### src/rtl/mura_input_cond.sv
// Four-channel button conditioner: synchronize, debounce, latch rising requests,
// then emit one-hot command pulses to the Moore controller with an idle gap after each.
module mura_input_cond #(
    parameter int DEB_CYCLES = 4,
    parameter int GAP_CYCLES = 1
) (
    input  logic       clk,
    input  logic       rst,
    input  logic [3:0] btn,
    output logic       a0,
    output logic       a1,
    output logic       a2,
    output logic       a3,
    output logic [3:0] pend,
    output logic       busy
);

    typedef enum logic [1:0] {
        IDLE  = 2'd0,
        PULSE = 2'd1,
        GAP   = 2'd2
    } state_t;

    logic [3:0] r_sync1;
    logic [3:0] r_sync2;
    logic [3:0] w_deb;
    logic [3:0] w_pend_set;
    logic [3:0] r_pend;
    logic [3:0] r_a;
    logic [3:0] w_grant;
    logic [3:0] w_clr;
    logic       w_take;
    logic       r_busy;
    logic [2:0] r_gap_cnt;
    state_t     r_state;

    always_ff @(posedge clk or posedge rst) begin
        if (rst) begin
            r_sync1 <= 4'd0;
            r_sync2 <= 4'd0;
        end else begin
            r_sync1 <= btn;
            r_sync2 <= r_sync1;
        end
    end

    genvar gi;
    generate
        for (gi = 0; gi < 4; gi++) begin : g_chan
            logic       r_deb;
            logic [3:0] r_cnt;

            always_ff @(posedge clk or posedge rst) begin
                if (rst) begin
                    r_deb <= 1'b0;
                    r_cnt <= 4'd0;
                end else if (r_sync2[gi] == r_deb) begin
                    r_cnt <= 4'd0;
                end else if (r_cnt == 4'(DEB_CYCLES - 1)) begin
                    r_deb <= ~r_deb;
                    r_cnt <= 4'd0;
                end else begin
                    r_cnt <= r_cnt + 4'd1;
                end
            end

            // Only an accepted 0->1 change of the debounced level raises a request.
            assign w_deb[gi]      = r_deb;
            assign w_pend_set[gi] = r_sync2[gi] & ~r_deb & (r_cnt == 4'(DEB_CYCLES - 1));
        end
    endgenerate

    // Lowest set index wins; with no gap a pulse may directly follow another.
    assign w_grant = r_pend & (~r_pend + 4'd1);
    assign w_take  = (r_pend != 4'd0) &&
                     ((r_state == IDLE) || ((r_state == PULSE) && (GAP_CYCLES == 0)));
    assign w_clr   = w_take ? w_grant : 4'd0;

    always_ff @(posedge clk or posedge rst) begin
        if (rst) begin
            r_state   <= IDLE;
            r_pend    <= 4'd0;
            r_a       <= 4'd0;
            r_busy    <= 1'b0;
            r_gap_cnt <= 3'd0;
        end else begin
            // A request set on the same edge it is serviced stays pending.
            r_pend <= (r_pend & ~w_clr) | w_pend_set;
            case (r_state)
                IDLE: begin
                    if (w_take) begin
                        r_state <= PULSE;
                        r_a     <= w_grant;
                        r_busy  <= 1'b1;
                    end else begin
                        r_a    <= 4'd0;
                        r_busy <= 1'b0;
                    end
                end
                PULSE: begin
                    if (w_take) begin
                        r_a    <= w_grant;
                        r_busy <= 1'b1;
                    end else if (GAP_CYCLES > 0) begin
                        r_state   <= GAP;
                        r_a       <= 4'd0;
                        r_busy    <= 1'b1;
                        r_gap_cnt <= 3'd0;
                    end else begin
                        r_state <= IDLE;
                        r_a     <= 4'd0;
                        r_busy  <= 1'b0;
                    end
                end
                GAP: begin
                    r_a <= 4'd0;
                    if (r_gap_cnt == 3'(GAP_CYCLES - 1)) begin
                        r_state <= IDLE;
                        r_busy  <= 1'b0;
                    end else begin
                        r_gap_cnt <= r_gap_cnt + 3'd1;
                    end
                end
                default: begin
                    r_state <= IDLE;
                    r_a     <= 4'd0;
                    r_busy  <= 1'b0;
                end
            endcase
        end
    end

    assign a0   = r_a[0];
    assign a1   = r_a[1];
    assign a2   = r_a[2];
    assign a3   = r_a[3];
    assign pend = r_pend;
    assign busy = r_busy;

endmodule
### config.mk
export PLATFORM = sky130hd
export DESIGN_NAME = mura_input_cond
export DESIGN_NICKNAME = d
export VERILOG_FILES = /design/src/rtl/mura_input_cond.sv
export SDC_FILE = /design/constraint.sdc
export NUM_CORES = 1
export LEC_CHECK = 0
export CAP_MARGIN = 30
export CORE_MARGIN = 1.5
export CORE_UTILIZATION = 30
export DETAILED_ROUTE_END_ITERATION = 8
export PLACE_DENSITY_LB_ADDON = 0.05
export SYNTH_ARGS = -nofsm -noshare
export SYNTH_HDL_FRONTEND = slang
export SYNTH_SLANG_ARGS = --single-unit
### constraint.sdc
create_clock -name clk -period 3.1 [get_ports clk]
set_input_delay 0.465 -clock clk [delete_from_list [all_inputs] [get_ports clk]]
set_output_delay 0.465 -clock clk [all_outputs]
set_load 0.1 [all_outputs]
==> metrics.md, run 1 <==
| Metric | Value |
|---|---|
| Status | `completed` |
| Critical path launch point type | `flip-flop` |
| Critical path origin | `pend[2]` |
| RePlAce Congestion | `0.817` |
| Total Wirelength | `2810 um` |
| Syn Std Cell Area | `0.00172 mm^2` |
| Sequential element share of the synthesized area | `61.1%` |
| Busiest grt layer | `met2` |
| CP endpoint | `pend[2]` |
| CP top delay family | `flip-flops` |
| Die Y | `78.7 um` |
| Setup TNS | `0 ns` |
| Clk slew on worst S/H paths | `0.08 ns` |
| Clock skew | `0.00263 ns` |
| Hold depth | `0` |
| Overall Global Routing Usage | `10.9%` |
| Via Count | `1068` |
| Synth warnings | `0` |
| Flop2flop setup slack | `1.70 ns` |
| DRC violations left | `0` |
| Fmax | `0.645 GHz` |
| Synthesized Nets | `158` |
| Max-slew violations | `0` |
| Max FO, Critical Path | `6` |
| Ports | `15` |
| GR Util met2 | `15.2%` |
| Synth Instances | `142` |
| Buffers on Ports | `14` |
| Pwr Density | `792 mW/mm^2` |
| Cts repair resizes | `0` |
| DP Wirelength | `1910 um` |
| CTS tree | `done` |
| CP max-delay cell | `dfrtp_1` |
| Total congestion overflow | `0` |
| Wire per inst | `11.9 um` |
| Final Hold Viols | `0` |
| Slowest stage delay, CP | `0.45 ns` |
| Post-synth ARST share | `100%` |
| Leak | `0.000955 uW` |
| Diode count | `0` |
| Crit path kind | `reg -> out` |
| Unrepaired setup endpoints after global routing | `no` |
| Worst Hold Class | `reg -> reg` |
| Slew HR | `65.1%` |
| Final setup fails | `0` |
| Antenna-violating nets left | `0` |
| TritonRoute pass-1 iters | `4` |
| CTS Buffer Depth | `2` |
| Critical R2R Launch | `r_state[0]` |
| Postcts setup bufs | `0` |
| Area grow syn2layout | `17.3%` |
| CP Depth | `1` |
| Post-synth top flop | `dfrtp_1` |
| Count leader, synth | `dfrtp_1` |
| Initial antenna violation count | `0` |
| Grt met3 use | `4.94%` |
| Distinct cells, synth | `29` |
| DR iter-0 viols | `61` |
| Synth top cells by count | `42 x dfrtp_1, 10 x ha_1, 10 x inv_1` |
| Die X | `78.7 um` |
| Clock latency on the worst-skew pair | `0.29 ns` |
| R2r endpoint | `pend[3]` |
| Worst setup EP type | `output port` |
| Vias per cell | `4.54` |
| CTS buffer count | `5` |
| Met1 usage | `14.6%` |
| Largest net degree at the start of global routing | `43` |
| Worst-path cell chain | `buf_4` |
| Max cap viols | `0` |
| Synth top area share | `61.1%` |
| First-pass GRT wire length | `5170 um` |
| Number of global-route vias before repair | `1098` |
| # rows | `27` |
| Period utilisation layout | `50.0%` |
| Depth of the CTS H-tree | `2` |
| Mapped Avg Cell Area | `12.1 um^2` |
| Core Footprint | `0.00551 mm^2` |
| Final Net Count | `178` |
| Buf+Inv Stages, Crit Path | `1` |
| Post-layout min period | `1.55 ns` |
| Initial core utilization | `31.2%` |
| Area contributors post-synth | `dfrtp_1 61%, ha_1 7.3%, nor2b_1 3.3%, inv_1 2.2%, nand2b_1 2.2%` |
| Required @ worst endpoint | `2.63 ns` |
| Count of flip-flops with a built-in enable after synthesis | `0` |
| Hold buffers post-CTS | `0` |
| Worst vdd ir | `0.292 mV` |
| Critical path arrival | `1.09 ns` |
| Root Buffer | `clkbuf_8` |
| Cell Area, Placed | `0.00193 mm^2` |
| Slew at the pin closest to its max-slew limit | `0.524 ns` |
| Flops & latches, synth | `42` |
| Final instance area | `0.00202 mm^2` |
| Fraction of final layout cells sized beyond drive strength 1 | `11.7%` |
| Synth area leader | `dfrtp_1` |
| Worst reg2reg path depth | `3` |
| Clock Sinks | `42` |
| Die area | `0.00619 mm^2` |
-- report_power, final --
part	internal [uW]	switching, uW
clock network	180	185
logic	184	307
registers	651	90.6
total	1010	583
-- final cells by class --
| type | instances | area (um^2) |
|---|---|---|
| sequential | 42 | 1050 |
| clock buffer | 7 | 86.3 |
| multi-input combinational | 88 | 622 |
| tap | 72 | 90.1 |
| clock inverter | 1 | 5.00 |
| inverter | 10 | 37.5 |
| timing repair buffer | 15 | 125 |
| fill | 566 | 3490 |
-- stage by stage --
| step | utilization [%] | cells | total power (uW) | setup WS (ns) | hold slack [ns] |
|---|---|---|---|---|---|
| floorplan | - | 142 | 1130 | 1.37 | 0.331 |
| global placement | 35.0 | 227 | 1240 | 1.73 | 0.332 |
| detailed placement | 35.0 | 227 | 1250 | 1.70 | 0.337 |
| CTS | 36.6 | 235 | 1620 | 1.53 | 0.366 |
| global route | 36.6 | 235 | 1720 | 1.49 | 0.371 |
| finish | 36.6 | 235 | 1600 | 1.55 | 0.357 |
-- cell families after synthesis --
logic type	count (synthesis)	synth area share, %
xor+xnor	8	4.08
simple gates	52	17.9
flops	42	61.1
fa+ha+maj	10	7.28
compound gates	18	6.91
buf+inv	12	2.69
-- worst min-delay path by stage --
stage | startpoint | end
2_1_floorplan | r_sync1[0] | r_sync2[0]
3_3_place_gp | r_sync1[1] | r_sync2[1]
3_5_place_dp | r_sync1[2] | r_sync2[2]
4_1_cts | r_sync1[2] | r_sync2[2]
5_1_grt | r_sync1[0] | r_sync2[0]
6_report | r_sync1[2] | r_sync2[2]
-- cells in the final DEF (no fill, tap or decap), drive strengths merged, types with 6 or more instances in the layout --
cell type,count
nor2b,9
nor2,6
inv,10
nand2,6
dfrtp,42
a21oi,6
nor3b,6
ha,10
clkbuf,7
buf,10
nand2b,6
-- routing by layer --
| layer | vias to the layer above | share of wire (%) |
|---|---|---|
| li1 | 522 | - |
| met1 | 526 | 50 |
| met2 | 14 | 43 |
| met3 | 6 | 5.6 |
| met4 | 0 | 1.8 |
| met5 | - | 0 |
-- sequential cells by signal, summed over array words and instances (netlist names) --
register	cells
r_state	2
pend	4
r_gap_cnt	3
g_chan.r_deb	4
r_a	4
r_sync1	4
r_sync2	4
busy	1
g_chan.r_cnt	16
Power figures use the tool's default switching activity.
==> inputs of run 2 (changes only) <==
Clock period 3.1 ns to 1.3 ns, I/O delays scaled along.
==> run 2 against run 1 <==
Effect of this change: clock skew rose by 0.0036 ns; critical path type is now reg -> reg; via count rose by 3.6%; largest cell class unchanged; routed wire length is 3.7% higher; the flow now finishes with violations (setup timing).
==> metrics.md, run 2 (same netlist as run 1, synthesis figures left out) <==
| Metric | Value |
|---|---|
| Final instance area | `0.00234 mm^2` |
| Fraction of final layout cells sized beyond drive strength 1 | `25.4%` |
| CTS Buffer Depth | `2` |
| DP Wirelength | `1980 um` |
| Multi-input gate area | `683 um^2` |
| Critical path arrival | `1.53 ns` |
| Final worst slack | `-0.0404 ns` |
| Critical R2R Launch | `pend[1]` |
| Buffers on Ports | `14` |
| Hold buffers post-CTS | `0` |
| Clock latency on the worst-skew pair | `0.29 ns` |
| Via Count | `1106` |
| Critical path launch point type | `flip-flop` |
| Slew at the pin closest to its max-slew limit | `0.293 ns` |
| CTS tree | `done` |
| CTS buffer count | `5` |
| Max cap viols | `0` |
| Slowest stage delay, CP | `0.54 ns` |
| RePlAce Congestion | `0.684` |
| Depth of the CTS H-tree | `2` |
| Ports | `15` |
| Clock Sinks | `42` |
| Final setup fails | `3` |
| Area grow syn2layout | `36.1%` |
| Initial antenna violation count | `0` |
| Core Footprint | `0.00551 mm^2` |
| Total congestion overflow | `0` |
| Die area | `0.00619 mm^2` |
| Die Y | `78.7 um` |
| Worst setup EP type | `flip-flop` |
| Clk slew on worst S/H paths | `0.08 ns` |
| Worst-path cell chain | `or4_4 -> a22o_1` |
| Cell Area, Placed | `0.00213 mm^2` |
| Overall Global Routing Usage | `11.0%` |
| Required @ worst endpoint | `1.48 ns` |
| CP max-delay cell | `or4_4` |
| Flop2flop setup slack | `-0.04 ns` |
| Failing checks | `setup timing` |
| Max-slew violations | `0` |
| Period utilisation layout | `103%` |
| Worst vdd ir | `0.677 mV` |
| Commonest non-fill, non-tap cell in the layout | `dfrtp_1` |
| Final Util | `42.5%` |
| DRC violations left | `0` |
| Max FO, Critical Path | `4` |
| Unrepaired setup endpoints after global routing | `yes` |
| Biggest register | `g_chan.r_cnt` |
| # rows | `27` |
| DP Worst Slack | `-0.0715 ns` |
| Total Wirelength | `2910 um` |
| Slew HR | `80.3%` |
| Status | `finished, violations left` |
| Crit path kind | `reg -> reg` |
| Post-Place Cells | `236` |
| Post-layout min period | `1.34 ns` |
| TritonRoute pass-1 iters | `4` |
| Die X | `78.7 um` |
| Wire per inst | `11.9 um` |
| Initial core utilization | `31.2%` |
| Fmax | `0.746 GHz` |
| Leak | `0.00109 uW` |
| R2r endpoint | `pend[2]` |
| Filler Cell Count | `504` |
| Max reg flops | `16` |
| Worst Hold Class | `in -> async` |
| Register area | `0.00106 mm^2` |
| Clock skew | `0.00619 ns` |
| Diode count | `0` |
| Pwr Density | `1900 mW/mm^2` |
| Final Hold Viols | `0` |
| Antenna-violating nets left | `0` |
| Largest net degree at the start of global routing | `43` |
| Worst reg2reg path depth | `2` |
| DR iter-0 viols | `36` |
| Final cell count without fillers | `245` |
| Commonest cells after routing, fill and taps aside | `38 x dfrtp_1, 10 x buf_12, 10 x buf_4` |
| Final Net Count | `188` |
| Root Buffer | `clkbuf_8` |
| Vias per cell | `4.51` |
| Number of global-route vias before repair | `1130` |
| First-pass GRT wire length | `5220 um` |
run 2: changes by cell type in the layout (fill, tap and decap cells not counted), sizes merged:
cell / change
buf: +10
bufinv: +2
clkbuf: -1
clkinv: -1
run 2: worst max path at each step:
| stage | slack (ns) | end | from | cells after the start |
|---|---|---|---|---|
| 2_1_floorplan | -0.19 | pend[2] | pend[0] | 2 |
| 3_3_place_gp | -0.02 | pend[3] | pend[0] | 3 |
| 3_5_place_dp | -0.07 | r_gap_cnt[2] | r_gap_cnt[0] | 5 |
| 4_1_cts | -0.04 | pend[2] | pend[1] | 2 |
| 5_1_grt | -0.07 | pend[3] | pend[1] | 3 |
| 6_report | -0.04 | pend[2] | pend[1] | 2 |
run 2: power breakdown:
part | total, uW | switching (uW) | internal, uW
clock network | 1260 | 445 | 819
registers | 1720 | 156 | 1560
logic | 1470 | 836 | 631
run 2: what timing repair did:
item                                   4_1_cts  5_1_grt
endpoints found under the hold margin        0        0
setup buffers                                0        1
setup endpoints to repair                    7       11
pin swaps                                    1        0
resized for setup                            4        9
run 2: layer usage:
metal / wire [um] / track usage (%) / vias to the layer above
met4: 68 / 5.00 / 0
met3: 136 / 4.25 / 8
met1: 1330 / 14.0 / 539
met2: 1370 / 16.5 / 19
li1: - / - / 540
met5: 0 / 0 / -
run 2: final cells by class:
type                    count  area share (%)
flip-flops and latches     42            45.3
inverters                  10            1.60
clock inverters             2            2.57
repair buffers             25            13.9
clock buffers               6            3.53
multi-input cells          88            29.2
well taps                  72            3.85
run 2: through the flow:
stage	TNS (ns)	power [uW]	hold slack, ns
after floorplan	-0.738	2710	0.226
after global placement	-0.0351	3180	0.332
after detailed placement	-0.194	3210	0.336
after CTS	-0.123	4510	0.255
after global routing	-0.294	4760	0.288
final	-0.0829	4450	0.254
run 2: critical path: cells and delay by family (launching register included):
family             cells  cell delay (ns)
and+or+nand+nor        1             0.54
DFF                    1             0.49
AOI/OAI and AO/OA      1             0.20
==> edit 1, RTL diff (config.mk and constraints of run 1) <==
Register the input `btn` before use, without a reset. The logic sees it one clock later.
--- a/src/rtl/mura_input_cond.sv
+++ b/src/rtl/mura_input_cond.sv
@@ -23,2 +23,8 @@
 
+    logic [3:0] btn_q;
+
+    always_ff @(posedge clk) begin
+        btn_q <= btn;
+    end
+
     logic [3:0] r_sync1;
@@ -41,3 +47,3 @@
         end else begin
-            r_sync1 <= btn;
+            r_sync1 <= btn_q;
             r_sync2 <= r_sync1;
Function: changed (a bounded check fails within 10 cycles, from zero or initial values and one cycle with rst high).
==> edit 1 against run 1 <==
Wire length fell by 3.6%. Synthesized cell count rose by 4.2%. Via count barely moved. Clock power barely moved. Register-to-register slack got worse by 0.09 ns. Critical path depth did not move. Sequential cell count rose by 4. Design area rose by 4.2%. Final cell count rose by 3.8%. Clock skew rose by 0.0030 ns. Total power rose by 2.9%. Area after synthesis rose by 4.7%. Sequential power rose by 7.6%. Setup slack barely moved. Critical path type unchanged.
==> edit 1: results (changes against run 1) <==
| Metric | Value |
|---|---|
| Outcome | finished clean |
| XOR/XNOR Fraction of Synth Area | 0.0389 (-0.00181) |
| Nets | 184 (+3.4%) |
| DP Area | 0.00201 sq mm (+4.4%) |
| Post-Synth Adder-Cell Area | 0.0695 (-0.00324) |
| Resize count post-CTS | 0 (unchanged) |
| Via density | 4.37 (-3.8%) |
| Sequential cell area share | 0.538 (+0.0173) |
| Synth Area in Compound Gates | 0.0654 (-0.00377) |
| Skew final | 0.00559 ns (+0.00296 ns) |
| Worst Max-Slew Pin Slew | 0.524 ns (+0.000460 ns) |
| Share of post-route cells with drive strength above 1 | 0.112 (-0.00414) |
| Internal | 1070 uW (+5.1%) |
| Number of global-route vias before repair | 1,085 (-1.2%) |
| Met2 wire len | 1.23 mm (+1.7%) |
| WL per Instance | 11.1 um (-7.1%) |
| Buffers on Ports | 14 (unchanged) |
| Row cnt | 28 (+3.7%) |
| Fraction of registers with async set or reset after synthesis | 0.913 (-0.0870) |
| ClkCell Share | 0.0435 (-0.00181) |
| DRT iter0 DRCs | 82 (+34%) |
| Drt pass-1 iters | 4 (unchanged) |
| P_leak | 0.000981 uW (+2.8%) |
| Pre-CTS setup slack | 1.62 ns (-0.0839 ns) |
| First-pass GRT wire length | 4.76 mm (-7.9%) |
| Met3 GRT Util | 0.0420 (-0.00738) |
| Non-CTS inverters | 11 (+1) |
| Largest cells by area after synthesis | dfrtp_1 58%, ha_1 7.0%, dfxtp_1 4.5%, nor2b_1 4.2%, inv_1 2.3% |
| GPL Wtd Cong | 0.782 (-4.4%) |
| DRT met1 WL | 1.30 mm (-6.4%) |
| Multi-input gate share of total cell area | 0.294 (-0.0141) |
| Met1 GRT Util | 0.117 (-0.0290) |
| FILL cells | 576 (+1.8%) |
| Syn_nets | 164 (+3.8%) |
| Clock buffer depth | 2 (unchanged) |
| Synthesized flop and latch total | 46 (+9.5%) |
| Dpl hpwl | 1.87 mm (-2.2%) |
| Peak VDD IR | 274 uV (-6.0%) |
| Fin cells | 244 (+3.8%) |
| Fraction of the yosys area taken by sequential cells | 0.629 (+0.0173) |
| Routed length on met3 | 124 um (-21%) |
| Syn Area/Cell | 12.2 sq um (+0.42%) |
| Commonest cells in the netlist | 42 x dfrtp_1, 12 x nor2b_1, 11 x inv_1 |
| Multi-input gate count | 89 (+1.1%) |
edit 1: path summary, 6_finish.rpt:
check	endpoint	startpoint	slack, ns
setup / recovery	pend[2]	pend[2]$_DFF_PP0_	1.55
hold / removal	r_sync1[3]$_DFF_PP0_	btn_q[3]$_DFF_P_	0.33
setup reg to reg	pend[3]$_DFF_PP0_	r_state[1]$_DFFE_PP0P_	1.61
hold reg to reg	r_sync1[3]$_DFF_PP0_	btn_q[3]$_DFF_P_	0.33
max in group asynchronous	busy$_DFFE_PP0P_	rst	2.14
min in group asynchronous	r_sync1[3]$_DFF_PP0_	rst	0.60
edit 1: power by group through the flow:
stage | combinational [uW] | clock, uW | sequential [uW]
final | 482 | 365 | 797
after global routing | 536 | 409 | 818
after CTS | 492 | 386 | 799
after detailed placement | 487 | 0 | 811
after global placement | 481 | 0 | 806
after floorplan | 300 | 0 | 889
edit 1: worst register-to-register path, stage by stage, from the launching register on:
cell     delay [ns]
dfrtp_1        0.55
or4_4          0.64
o21ai_1        0.14
nand2_1        0.06
==> edit 2, RTL diff (config.mk and constraints of run 1) <==
Made on the original files. Make the reset (`rst`) synchronous in 3 clocked blocks.
--- a/src/rtl/mura_input_cond.sv
+++ b/src/rtl/mura_input_cond.sv
@@ -36,3 +36,3 @@
 
-    always_ff @(posedge clk or posedge rst) begin
+    always_ff @(posedge clk) begin
         if (rst) begin
@@ -52,3 +52,3 @@
 
-            always_ff @(posedge clk or posedge rst) begin
+            always_ff @(posedge clk) begin
                 if (rst) begin
@@ -78,3 +78,3 @@
 
-    always_ff @(posedge clk or posedge rst) begin
+    always_ff @(posedge clk) begin
         if (rst) begin
Check against the original RTL: differs if rst is asserted again (counterexample within 10 cycles, from zero or initial values and one cycle with rst high); with rst held inactive, the same outputs for 10 cycles.
==> edit 2 against run 1 <==
Via count grew 3.4%. Sequential share of layout area shrank 7.7 points. Sequential cell count unchanged. Critical path depth rose by 2. Area after synthesis fell by 6.7%. Setup slack worse by 0.18 ns. Hold slack improved by 0.083 ns. Largest cell class unchanged. Wire length decreased by 8.7%. Design area is 6.1% lower.
Power is not compared: it rests on default switching activity, and its combinational part moved more than twofold at a synthesized area within 25%.
==> edit 2: results (changes against run 1) <==
| Metric | Value |
|---|---|
| Fin cells | 252 (+7.2%) |
| Worst path max stage delay | 0.73 ns (+0.28 ns) |
| Outcome | finished clean |
| Nets | 197 (+11%) |
| CTS buffer count | 5 (unchanged) |
| CP delay by family, top | buffers and inverters |
| Buffers on Ports | 14 (unchanged) |
| Post-CTS Setup Repair Bufs | 0 (unchanged) |
| Syn_nets | 179 (+13%) |
| GPL Wtd Cong | 0.714 (-13%) |
| Max reg flops | 16 (unchanged) |
| WHS Endpoint | r_sync2[2]$_SDFF_PP0_ |
| HP Start | r_sync1[2]$_SDFF_PP0_ |
| R2R setup slack | 1.71 ns |
| Resize count post-CTS | 0 (unchanged) |
| P_leak | 0.000708 uW |
| Gate Count Post-Synth | 163 (+15%) |
| Number of global-route vias before repair | 1,103 (+0.46%) |
| Fraction of registers with async set or reset after synthesis | 0 (-1.00) |
| Worst Max-Slew Pin Slew | 0.619 ns (+0.0955 ns) |
| H-tree Lvls | 2 (unchanged) |
| Worst r2r path cells | 4 (+1) |
| Worst EP arrival | 1.91 ns (+0.82 ns) |
| WL per Instance | 10.2 um (-15%) |
| Critical R2R Capture | r_gap_cnt[2]$_SDFFE_PP0P_ |
| Root Driver | clkbuf_8 |
| Synth cell types | 30 (+3.4%) |
| DRT iter0 DRCs | 13 (-79%) |
| Largest net degree at the start of global routing | 19 (-56%) |
| Inst Count DP | 244 (+7.5%) |
| Worst reg2reg path startpoint | r_gap_cnt[0]$_SDFFE_PP0P_ |
| Dpl hpwl | 1.89 mm (-1.2%) |
| Initial antenna violation count | 0 (unchanged) |
| CP max-delay cell | clkdlybuf4s50_1 |
| Share of post-route cells with drive strength above 1 | 0.110 (-0.00667) |
| YS warnings | 0 (unchanged) |
| Highest net fanout along the worst path | 18 (+12) |
| Clock latency on the worst-skew pair | 0.29 ns (about the same) |
| Tot GR Track Use | 0.101 (-0.00823) |
| ANT cells | 0 (unchanged) |
| Skew final | 0.00451 ns (+0.00188 ns) |
| First-pass GRT wire length | 4.61 mm (-11%) |
| Clock buffer depth | 2 (unchanged) |
| Clock-pin slew on the worst setup and hold paths | 0.08 ns (about the same) |
| Largest cells by area after synthesis | dfxtp_1 52%, ha_1 7.8%, nor2_1 5.4%, xnor2_1 4.4%, nor2b_1 3.5% |
| Via density | 4.38 (-3.6%) |
| Commonest cells in the netlist | 42 x dfxtp_1, 23 x nor2_1, 10 x ha_1, 10 x inv_1, 9 x nor2b_1 |
| Peak VDD IR | 172 uV |
| Worst hold stages | 1 (+1) |
| Most flops, register | g_chan.r_cnt |
| Drt pass-1 iters | 4 (unchanged) |
| Fraction of the yosys area taken by sequential cells | 0.524 (-0.0872) |
| Hold Crit Class | flip-flop to flip-flop |
## edit 2: cell types whose count changed in the layout (fill, tap and decap cells not counted), sizes merged, moves of 5 or more
cell,before,now
dfrtp,42,0
dfxtp,0,42
nor2,6,23
nor4b,1,6
## edit 2: kinds of logic after synthesis
group	Yosys count	share of synthesized area
fa+ha+maj	10	0.0780
compound gates	15	0.0577
flops	42	0.524
simple gates	70	0.242
buf+inv	14	0.0328
xor+xnor	12	0.0655
## edit 2: worst max path at each step
stage                        from           endpoint  slack (ns)  depth (start not counted)
6_report                      rst  r_a[3]$_SDFF_PP0_        1.37                          3
3_3_place_gp                  rst  r_a[3]$_SDFF_PP0_        1.07                          3
4_1_cts                       rst  r_a[3]$_SDFF_PP0_        1.34                          3
5_1_grt                       rst  r_a[3]$_SDFF_PP0_        1.21                          3
3_5_place_dp                  rst  r_a[3]$_SDFF_PP0_        1.03                          3
2_1_floorplan  pend[0]$_SDFF_PP0_  busy$_SDFFE_PP0P_        1.47                          3
## edit 2: through the flow
| stage | hold slack [ns] | util | worst slack (ns) | power, uW | area [sq um] |
|---|---|---|---|---|---|
| after detailed placement | 0.425 | 0.351 | 1.03 | 584 | 1800 |
| final | 0.440 | 0.368 | 1.37 | 930 | 1890 |
| after floorplan | 0.414 | - | 1.47 | 574 | 1600 |
| after global routing | 0.470 | 0.368 | 1.21 | 977 | 1890 |
| after CTS | 0.444 | 0.368 | 1.34 | 955 | 1890 |
| after global placement | 0.419 | 0.351 | 1.07 | 583 | 1800 |
## edit 2: report_power, final
group / switching (uW) / internal, uW
sequential: 2.20 / 545
combinational: 11.3 / 12.0
clock: 179 / 180
## edit 2: worst register-to-register path: cells and delay by family (launching register included)
family / cells / cell delay, ns
AO/OA/AOI/OAI: 1 / 0.17
flip-flops: 1 / 0.36
buffers and inverters: 1 / 0.07
adder cells (fa/ha/maj): 1 / 0.22
AND/OR/NAND/NOR: 1 / 0.51
## edit 2: final cells by class
type / instances / area [sq um]
sequential: 42 / 841
clock buffer: 7 / 86.3
multi-input combinational: 107 / 711
fill: 559 / 3250
inverter: 10 / 37.5
timing repair buffer: 15 / 125
clock inverter: 1 / 5.00
tap: 70 / 87.6
## edit 2: layer usage
| metal | wire, um | part of all wire | up-vias | track usage |
|---|---|---|---|---|
| met5 | 0 | 0 | - | 0 |
| met4 | 57 | 0.022 | 0 | 0.0556 |
| met2 | 1220 | 0.48 | 14 | 0.174 |
| met3 | 93 | 0.036 | 5 | 0.0371 |
| li1 | - | - | 580 | - |
| met1 | 1190 | 0.46 | 505 | 0.106 |
